<file path="src/rtl/alu_issue_stage_pkg.sv">
// Shared constants for the ALU issue stage: ALU_control codes, ALUOp
// encodings and the R-type funct values understood by the decoder.
package alu_issue_stage_pkg;

  typedef enum logic [2:0] {
    ALU_AND = 3'd0,
    ALU_OR  = 3'd1,
    ALU_ADD = 3'd2,
    ALU_SUB = 3'd6,
    ALU_SLT = 3'd7
  } alu_ctrl_e;

  typedef enum logic [1:0] {
    ALUOP_ADD   = 2'b00,
    ALUOP_SUB   = 2'b01,
    ALUOP_RTYPE = 2'b10,
    ALUOP_OR    = 2'b11
  } aluop_e;

  localparam logic [5:0] FN_ADD = 6'b100000;
  localparam logic [5:0] FN_SUB = 6'b100010;
  localparam logic [5:0] FN_AND = 6'b100100;
  localparam logic [5:0] FN_OR  = 6'b100101;
  localparam logic [5:0] FN_SLT = 6'b101010;

endpackage

</file>
<file path="src/rtl/alu_issue_stage_if.sv">
// ID -> EX issue bus: decoded instruction fields plus the valid/ready/flush
// handshake. The ID stage is the master, the issue stage the slave.
interface alu_issue_stage_if #(
  parameter int DW = 32,
  parameter int RW = 5
);
  logic          id_valid;
  logic          id_ready;
  logic          flush;
  logic [RW-1:0] id_rs;
  logic [RW-1:0] id_rt;
  logic [RW-1:0] id_rd;
  logic [DW-1:0] id_rdata1;
  logic [DW-1:0] id_rdata2;
  logic [DW-1:0] id_imm;
  logic          id_alusrc;
  logic          id_regdst;
  logic [1:0]    id_aluop;
  logic [5:0]    id_funct;
  logic          id_memread;
  logic          id_regwrite;

  modport master (
    output id_valid, flush, id_rs, id_rt, id_rd, id_rdata1, id_rdata2,
           id_imm, id_alusrc, id_regdst, id_aluop, id_funct, id_memread,
           id_regwrite,
    input  id_ready
  );

  modport slave (
    input  id_valid, flush, id_rs, id_rt, id_rd, id_rdata1, id_rdata2,
           id_imm, id_alusrc, id_regdst, id_aluop, id_funct, id_memread,
           id_regwrite,
    output id_ready
  );
endinterface

</file>
<file path="src/rtl/alu_issue_stage_alu_ctrl_dec.sv">
// Combinational ALUOp/funct to ALU_control decoder with an illegal flag
// for R-type funct values the ALU does not implement.
module alu_ctrl_dec
  import alu_issue_stage_pkg::*;
(
  input  logic [1:0] aluop_i,
  input  logic [5:0] funct_i,
  output alu_ctrl_e  ctrl_o,
  output logic       illegal_o
);

  // Main decode on ALUOp, secondary decode on funct for R-type
  always_comb begin
    ctrl_o    = ALU_ADD;
    illegal_o = 1'b0;
    case (aluop_i)
      ALUOP_ADD: ctrl_o = ALU_ADD;
      ALUOP_SUB: ctrl_o = ALU_SUB;
      ALUOP_OR:  ctrl_o = ALU_OR;
      default: begin
        case (funct_i)
          FN_ADD:  ctrl_o = ALU_ADD;
          FN_SUB:  ctrl_o = ALU_SUB;
          FN_AND:  ctrl_o = ALU_AND;
          FN_OR:   ctrl_o = ALU_OR;
          FN_SLT:  ctrl_o = ALU_SLT;
          default: begin
            ctrl_o    = ALU_ADD;
            illegal_o = 1'b1;
          end
        endcase
      end
    endcase
  end

endmodule

</file>
<file path="src/rtl/alu_issue_stage.sv">
// ID/EX pipeline register and issue logic feeding the EX-stage ALU.
// Optional macro ALU_FWD_EN: when defined, operands are forwarded from
// EX/MEM and MEM/WB; when undefined, forwarding is replaced by stalling on
// any producer still in EX or EX/MEM.
module alu_issue_stage
  import alu_issue_stage_pkg::*;
#(
  parameter int DW    = 32,
  parameter int RW    = 5,
  parameter int CNT_W = 16
) (
  input  logic             clk,
  input  logic             rst_n,
  alu_issue_stage_if.slave id,
  input  logic             exm_regwrite,
  input  logic [RW-1:0]    exm_rd,
  input  logic [DW-1:0]    exm_result,
  input  logic             wb_regwrite,
  input  logic [RW-1:0]    wb_rd,
  input  logic [DW-1:0]    wb_result,
  output logic             ex_valid,
  output logic [DW-1:0]    Read_data_1,
  output logic [DW-1:0]    Data_2,
  output logic [2:0]       ALU_control,
  output logic [RW-1:0]    ex_dest,
  output logic             ex_regwrite,
  output logic             ex_memread,
  output logic             illegal,
  output logic [CNT_W-1:0] stall_cnt
);

  logic             ex_valid_q,    ex_valid_d;
  logic             ex_regwrite_q, ex_regwrite_d;
  logic             ex_memread_q,  ex_memread_d;
  logic             illegal_q,     illegal_d;
  logic [RW-1:0]    ex_dest_q,     ex_dest_d;
  logic [CNT_W-1:0] stall_cnt_q,   stall_cnt_d;
  alu_ctrl_e        alu_ctrl_q,    alu_ctrl_d;
  logic [RW-1:0]    rs_q,          rs_d;
  logic [RW-1:0]    rt_q,          rt_d;
  logic [DW-1:0]    rdata1_q,      rdata1_d;
  logic [DW-1:0]    rdata2_q,      rdata2_d;
  logic [DW-1:0]    imm_q,         imm_d;
  logic             alusrc_q,      alusrc_d;

  alu_ctrl_e        dec_ctrl;
  logic             dec_illegal;
  logic             hz;
  logic             ld_hz;
  logic [DW-1:0]    opa;
  logic [DW-1:0]    opb;

  alu_ctrl_dec u_dec (
    .aluop_i   (id.id_aluop),
    .funct_i   (id.id_funct),
    .ctrl_o    (dec_ctrl),
    .illegal_o (dec_illegal)
  );

  // Load-use: the load in EX cannot supply its data before the next cycle
  assign ld_hz = ex_valid_q && ex_memread_q && (ex_dest_q != '0) &&
                 ((ex_dest_q == id.id_rs) || (ex_dest_q == id.id_rt));

`ifdef ALU_FWD_EN
  assign hz = ld_hz;

  // Operand forwarding; EX/MEM is younger so it wins over MEM/WB
  always_comb begin
    opa = rdata1_q;
    opb = rdata2_q;
    if (exm_regwrite && (exm_rd != '0) && (exm_rd == rs_q))
      opa = exm_result;
    else if (wb_regwrite && (wb_rd != '0) && (wb_rd == rs_q))
      opa = wb_result;
    if (exm_regwrite && (exm_rd != '0) && (exm_rd == rt_q))
      opb = exm_result;
    else if (wb_regwrite && (wb_rd != '0) && (wb_rd == rt_q))
      opb = wb_result;
  end
`else
  logic ex_hz;
  logic exm_hz;
  logic unused_nofwd;

  // Without forwarding, wait until any pending producer has left EX/MEM
  assign ex_hz  = ex_valid_q && ex_regwrite_q && (ex_dest_q != '0) &&
                  ((ex_dest_q == id.id_rs) || (ex_dest_q == id.id_rt));
  assign exm_hz = exm_regwrite && (exm_rd != '0) &&
                  ((exm_rd == id.id_rs) || (exm_rd == id.id_rt));
  assign hz     = ld_hz || ex_hz || exm_hz;

  assign opa          = rdata1_q;
  assign opb          = rdata2_q;
  assign unused_nofwd = ^{exm_result, wb_regwrite, wb_rd, wb_result, rs_q, rt_q};
`endif

  assign id.id_ready = !hz;

  // Next-state: bubble on flush or hazard, otherwise latch the ID fields
  always_comb begin
    ex_valid_d    = ex_valid_q;
    ex_regwrite_d = ex_regwrite_q;
    ex_memread_d  = ex_memread_q;
    illegal_d     = illegal_q;
    ex_dest_d     = ex_dest_q;
    stall_cnt_d   = stall_cnt_q;
    alu_ctrl_d    = alu_ctrl_q;
    rs_d          = rs_q;
    rt_d          = rt_q;
    rdata1_d      = rdata1_q;
    rdata2_d      = rdata2_q;
    imm_d         = imm_q;
    alusrc_d      = alusrc_q;

    if (id.flush || hz) begin
      ex_valid_d    = 1'b0;
      ex_regwrite_d = 1'b0;
      ex_memread_d  = 1'b0;
      illegal_d     = 1'b0;
    end else begin
      ex_valid_d    = id.id_valid;
      ex_regwrite_d = id.id_valid && id.id_regwrite;
      ex_memread_d  = id.id_valid && id.id_memread;
      illegal_d     = id.id_valid && dec_illegal;
      ex_dest_d     = id.id_regdst ? id.id_rd : id.id_rt;
      alu_ctrl_d    = dec_ctrl;
      rs_d          = id.id_rs;
      rt_d          = id.id_rt;
      rdata1_d      = id.id_rdata1;
      rdata2_d      = id.id_rdata2;
      imm_d         = id.id_imm;
      alusrc_d      = id.id_alusrc;
    end

    // Count stalled instructions even when a flush also squashes them
    if (hz && id.id_valid && (stall_cnt_q != '1))
      stall_cnt_d = stall_cnt_q + CNT_W'(1);
  end

  // ID/EX pipeline register
  always_ff @(posedge clk or negedge rst_n) begin
    if (!rst_n) begin
      ex_valid_q    <= 1'b0;
      ex_regwrite_q <= 1'b0;
      ex_memread_q  <= 1'b0;
      illegal_q     <= 1'b0;
      ex_dest_q     <= '0;
      stall_cnt_q   <= '0;
      alu_ctrl_q    <= ALU_ADD;
      rs_q          <= '0;
      rt_q          <= '0;
      rdata1_q      <= '0;
      rdata2_q      <= '0;
      imm_q         <= '0;
      alusrc_q      <= 1'b0;
    end else begin
      ex_valid_q    <= ex_valid_d;
      ex_regwrite_q <= ex_regwrite_d;
      ex_memread_q  <= ex_memread_d;
      illegal_q     <= illegal_d;
      ex_dest_q     <= ex_dest_d;
      stall_cnt_q   <= stall_cnt_d;
      alu_ctrl_q    <= alu_ctrl_d;
      rs_q          <= rs_d;
      rt_q          <= rt_d;
      rdata1_q      <= rdata1_d;
      rdata2_q      <= rdata2_d;
      imm_q         <= imm_d;
      alusrc_q      <= alusrc_d;
    end
  end

  assign ex_valid    = ex_valid_q;
  assign ex_regwrite = ex_regwrite_q;
  assign ex_memread  = ex_memread_q;
  assign illegal     = illegal_q;
  assign ex_dest     = ex_dest_q;
  assign stall_cnt   = stall_cnt_q;
  assign ALU_control = alu_ctrl_q;
  assign Read_data_1 = opa;
  assign Data_2      = alusrc_q ? imm_q : opb;

endmodule

</file>
<file path="src/flat_wrapper.sv">
// flat-port wrapper written by rule: the top's interface ports become plain ports
module alu_issue_stage_flat import alu_issue_stage_pkg::*;
#(
  parameter int DW    = 32,
  parameter int RW    = 5,
  parameter int CNT_W = 16
)
  (clk, rst_n, exm_regwrite, exm_rd, exm_result, wb_regwrite, wb_rd, wb_result, ex_valid, Read_data_1, Data_2, ALU_control, ex_dest, ex_regwrite, ex_memread, illegal, stall_cnt, id_id_valid, id_flush, id_id_rs, id_id_rt, id_id_rd, id_id_rdata1, id_id_rdata2, id_id_imm, id_id_alusrc, id_id_regdst, id_id_aluop, id_id_funct, id_id_memread, id_id_regwrite, id_id_ready);
  alu_issue_stage_if #(.DW(DW), .RW(RW)) id_i ();
  input  logic clk;
  input  logic rst_n;
  input  logic exm_regwrite;
  input  logic [RW-1:0] exm_rd;
  input  logic [DW-1:0] exm_result;
  input  logic wb_regwrite;
  input  logic [RW-1:0] wb_rd;
  input  logic [DW-1:0] wb_result;
  output logic ex_valid;
  output logic [DW-1:0] Read_data_1;
  output logic [DW-1:0] Data_2;
  output logic [2:0] ALU_control;
  output logic [RW-1:0] ex_dest;
  output logic ex_regwrite;
  output logic ex_memread;
  output logic illegal;
  output logic [CNT_W-1:0] stall_cnt;
  input wire logic [$bits(id_i.id_valid)-1:0] id_id_valid;
  input wire logic [$bits(id_i.flush)-1:0] id_flush;
  input wire logic [$bits(id_i.id_rs)-1:0] id_id_rs;
  input wire logic [$bits(id_i.id_rt)-1:0] id_id_rt;
  input wire logic [$bits(id_i.id_rd)-1:0] id_id_rd;
  input wire logic [$bits(id_i.id_rdata1)-1:0] id_id_rdata1;
  input wire logic [$bits(id_i.id_rdata2)-1:0] id_id_rdata2;
  input wire logic [$bits(id_i.id_imm)-1:0] id_id_imm;
  input wire logic [$bits(id_i.id_alusrc)-1:0] id_id_alusrc;
  input wire logic [$bits(id_i.id_regdst)-1:0] id_id_regdst;
  input wire logic [$bits(id_i.id_aluop)-1:0] id_id_aluop;
  input wire logic [$bits(id_i.id_funct)-1:0] id_id_funct;
  input wire logic [$bits(id_i.id_memread)-1:0] id_id_memread;
  input wire logic [$bits(id_i.id_regwrite)-1:0] id_id_regwrite;
  output wire logic [$bits(id_i.id_ready)-1:0] id_id_ready;
  assign id_i.id_valid = id_id_valid;
  assign id_i.flush = id_flush;
  assign id_i.id_rs = id_id_rs;
  assign id_i.id_rt = id_id_rt;
  assign id_i.id_rd = id_id_rd;
  assign id_i.id_rdata1 = id_id_rdata1;
  assign id_i.id_rdata2 = id_id_rdata2;
  assign id_i.id_imm = id_id_imm;
  assign id_i.id_alusrc = id_id_alusrc;
  assign id_i.id_regdst = id_id_regdst;
  assign id_i.id_aluop = id_id_aluop;
  assign id_i.id_funct = id_id_funct;
  assign id_i.id_memread = id_id_memread;
  assign id_i.id_regwrite = id_id_regwrite;
  assign id_id_ready = id_i.id_ready;
  alu_issue_stage #(.DW(DW), .RW(RW), .CNT_W(CNT_W)) u_core (.clk(clk), .rst_n(rst_n), .id(id_i), .exm_regwrite(exm_regwrite), .exm_rd(exm_rd), .exm_result(exm_result), .wb_regwrite(wb_regwrite), .wb_rd(wb_rd), .wb_result(wb_result), .ex_valid(ex_valid), .Read_data_1(Read_data_1), .Data_2(Data_2), .ALU_control(ALU_control), .ex_dest(ex_dest), .ex_regwrite(ex_regwrite), .ex_memread(ex_memread), .illegal(illegal), .stall_cnt(stall_cnt));
endmodule
</file>
<file path="config.mk">
export PLATFORM = sky130hd
export DESIGN_NAME = alu_issue_stage_flat
export DESIGN_NICKNAME = d
export VERILOG_FILES = /design/src/rtl/alu_issue_stage_pkg.sv /design/src/rtl/alu_issue_stage_if.sv /design/src/rtl/alu_issue_stage_alu_ctrl_dec.sv /design/src/rtl/alu_issue_stage.sv /design/src/flat_wrapper.sv
export SDC_FILE = /design/constraint.sdc
export NUM_CORES = 1
export LEC_CHECK = 0
export CORE_UTILIZATION = 40
export DETAILED_ROUTE_END_ITERATION = 6
export PLACE_DENSITY_LB_ADDON = 0.1
export SLEW_MARGIN = 20
export SYNTH_ARGS = -nofsm -noshare
export SYNTH_HDL_FRONTEND = slang
export SYNTH_HIERARCHICAL = 1
export SYNTH_SLANG_ARGS = --single-unit
</file>
<file path="constraint.sdc">
create_clock -name clk -period 2.3 [get_ports clk]
set_input_delay 0.46 -clock clk [delete_from_list [all_inputs] [get_ports clk]]
set_output_delay 0.46 -clock clk [all_outputs]
set_load 0.05 [all_outputs]
</file>
==> reports/qor.csv <==
stage;metric;value;unit
clocking;clk root buf;clkbuf_16;
setup_path;reg2reg end;u_core/opb[15]$_DFFE_PN0N_;
yosys;Post-synth top cells;124 x dfrtp_1, 101 x mux2_1, 32 x mux2_2, 20 x xnor2_1;
timing;Slew @ Worst Pin;0.5278;ns
setup_path;startpoint types;primary input;
yosys;synthesized area;5610;um2
setup_path;Slowest cell on crit path;or4_4;
die;Core Area;13450;um2
layout;layout cells sized above 1;23.02;%
yosys;#FFs+latches synth;125;
place;dpl cells;809;
clocking;CTS tree;built;
outcome;status;finished, final reports clean;
yosys;ranking of synthesized cells by area;dfrtp_1 55%, mux2_1 20%, mux2_2 6.4%, xnor2_1 3.1%, xor2_1 2.3%;
die;DIE WIDTH;120.4;um
yosys;largest area contributor in the netlist;dfrtp_1;
setup_path;critical-path cell list;clkdlybuf4s15_2 -> or4_4 -> o21a_1 -> buf_4 -> a221oi_4 -> buf_12 -> buf_12 -> mux2_1;
pwr;Pleak;4.038;nW
layout;final core occ;68.88;%
die;Std-Cell Rows;42;
setup_path;critical path class;in2reg;
yosys;sequential area share after synthesis;55.78;%
run;Max-Cap Viols;0;
place;hpwl dp;10.33;mm
timing;clk_skew;0.005434;ns
yosys;syn avg cell area;14.03;um2
drt;drt wl/cell;16.41;um
min_path;cell depth of the worst min-delay path;1;
timing;Tmin final;2.298;ns
clocking;CTS Buf Count;17;
yosys;Yosys cell types;38;
global_routing;total grt overflow;0;
timing;fin. max-slew vios;0;
setup_path;Reg-to-Reg Start;u_core/ex_dest[4]$_DFFE_PN0N_;
setup_path;CP Data Required Time;2.59;ns
clocking;clock latency on the worst-skew pair;0.41;ns
min_path;end of the worst hold path;u_core/imm_q[16]$_DFFE_PN0N_;
global_routing;vias in the first global route;4532;
pwr;Overall Power;0.007474;W
yosys;share of flip-flops with an asynchronous set or reset;100.0;%
yosys;warnings from Yosys;6;
die;chip height;120.4;um
clocking;Clock Tree Buf Depth;2;
global_routing;first-pass GRT wire length;22.66;mm
setup_path;worst-path fanout max;16;
drt;DR iter-0 viols;103;
setup_path;Worst setup EP type;register;
layout;Final nets;860;
timing;headroom to the max-slew limit;64.70;%
global_routing;initial antenna violation count;0;
setup_path;R2R cell count;8;
pwr;PD cells;806.6;nW/um2
setup_path;WP data arrival;2.59;ns
min_path;worst hold start;u_core/imm_q[16]$_DFFE_PN0N_;
timing;Tcrit/Tclk final;99.91;%
setup_path;most numerous cell on the critical path;buf_12;
yosys;Post-synth EDFFs;0;
drt;detailed-route DRC error count;0;
die;Ports;296;
place;PortBufs;225;
die;die area;14500;um2
pwr;Max VDD drop;559.4;uV
setup_path;worst reg2reg setup slack;0.16;ns
yosys;Main synth FF type;dfrtp_1;
drt;Initial DRT Pass Iterations;4;
timing;setup violators final;0;
layout;post-route cell area;9266;um2
place;GP Congestion;0.8843;
drt;DR vias;4154;
clocking;CTS clk-pin slew, worst paths;0.06;ns
min_path;Hold Path Class;reg2reg;
layout;# diodes;0;
layout;Syn-to-layout area delta;65.17;%
global_routing;GRT Util Overall;20.20;%
yosys;most frequent cell after synthesis;dfrtp_1;
timing;Hold Vio Cnt, Final;0;
setup_path;crit path from;exm_rd[3];
timing;RSZ-0062 raised after global routing;true;
yosys;Syn Inst Count;400;
place;Area after DPL;8568;um2
layout;Layout Cells excl Fill;845;
yosys;Yosys top cell area share;55.31;%
timing;FMAX;435.2;MHz
global_routing;largest net degree at the start of global routing;48;
drt;vias per std cell;4.916;
clocking;Clock Sinks;125;
timing;post-route worst setup slack;0.002091;ns
drt;Post-DRT Antenna Nets;0;
setup_path;Critical Path Max Stage Delay;0.53;ns
place;Setup WS pre-CTS;-0.5353;ns
clocking;H-tree depth;4;
die;Initial Util;41.70;%
yosys;Mapped Nets;604;
drt;detailed-route wire length;13.87;mm
cells in the final DEF, fill, tap and decap left out, types with 2 or more instances in the layout:
cell type and count:
clkdlybuf4s50_1 177, dfrtp_1 122, mux2_1 89, buf_12 40
mux2_2 32, buf_4 22, xnor2_1 20, clkbuf_16 17
nand2_1 15, xor2_1 15, mux2_4 12, clkinv_2 9
dlymetal6s2s_1 9, nor2_1 9, nor3_1 9, nand3_1 7
a21oi_1 6, mux2i_1 6, clkinvlp_4 3, o21ai_0 3
and2_1 3, nand4_1 3, nor4_2 3, bufinv_16 2
dlygate4sd2_1 2, clkdlybuf4s15_1 2, buf_6 2, o22ai_2 2
and3_1 2, nand2b_1 2, nor4_1 2, dfrtp_2 2
nor3b_2 2
worst max-delay path, delay by kind of cell:
family	cells	cell delay (ns)
AO/OA/AOI/OAI	2	0.54
buffers and inverters	4	0.70
multiplexers	1	0.33
AND/OR/NAND/NOR	1	0.53
final cells by class:
type | instances | area (um2)
inverters | 1 | 3.754
well taps | 176 | 220.2
repair buffers | 256 | 2932
multi-input cells | 255 | 2422
clock buffers | 18 | 429.2
flip-flops and latches | 125 | 3132
fillers | 1002 | 4187
clock inverters | 14 | 127.6
power breakdown:
part	leakage (nW)	switching, W	internal [W]
Combinational	2.26	0.00123	0.00114
Clock	0.275	0.000944	0.00157
Sequential	1.50	0.000144	0.00245
worst max-delay path by stage:
stage | endpoint | cells past startpoint
floorplan | id_id_ready | 4
global placement | u_core/Read_data_1[9]$_DFFE_PN0N_ | 6
detailed placement | u_core/Read_data_1[0]$_DFFE_PN0N_ | 6
CTS | id_id_ready | 7
global route | u_core/Read_data_1[13]$_DFFE_PN0N_ | 8
finish | u_core/opb[15]$_DFFE_PN0N_ | 8
state kept, by name, indices dropped and copies added (netlist names):
register and flops:
u_core/ALU_control 3, u_core/Read_data_1 32, u_core/alusrc_q 1, u_core/ex_dest 5
u_core/ex_memread 1, u_core/ex_regwrite 1, u_core/ex_valid 1, u_core/illegal 1
u_core/imm_q 32, u_core/opb 32, u_core/stall_cnt 16
routing by layer:
metal / vias up / global-route usage (%) / routed length, um / share of wire [%]
met3: 16 / 6.132 / 1069 / 7.7
met4: 0 / 7.562 / 221 / 1.6
li1: 1928 / - / - / -
met2: 155 / 32.69 / 6748 / 49
met5: - / 0 / 0 / 0
met1: 2055 / 25.43 / 5827 / 42
stage by stage:
stage	hold WS, ns	setup TNS (ns)
floorplan	0.1644	0
global placement	0.4087	-54.48
detailed placement	0.4107	-58.31
CTS	0.4816	0
global route	0.4952	-1.563
finish	0.4779	0
cell families (layout without fill, tap and decap cells):
kind of cell / Yosys count / count (layout) / share of synthesized area [%]
buffers and inverters: 20 / 289 / 2.676
adders and majority gates: 1 / 1 / 0.2230
xor gates and xnor gates: 35 / 35 / 5.464
and+or+nand+nor: 62 / 62 / 5.843
DFF: 125 / 125 / 55.78
AOI/OAI and AO/OA: 18 / 18 / 2.252
muxes: 139 / 139 / 27.77
timing repair:
item,CTS,global route
endpoints found under the hold margin,26,0
pin swaps,4,2
setup buffers,3,1
hold buffers,1,0
resized for setup,13,25
endpoints found under the setup margin,99,43
No activity file was read; power rests on OpenSTA's default activity.
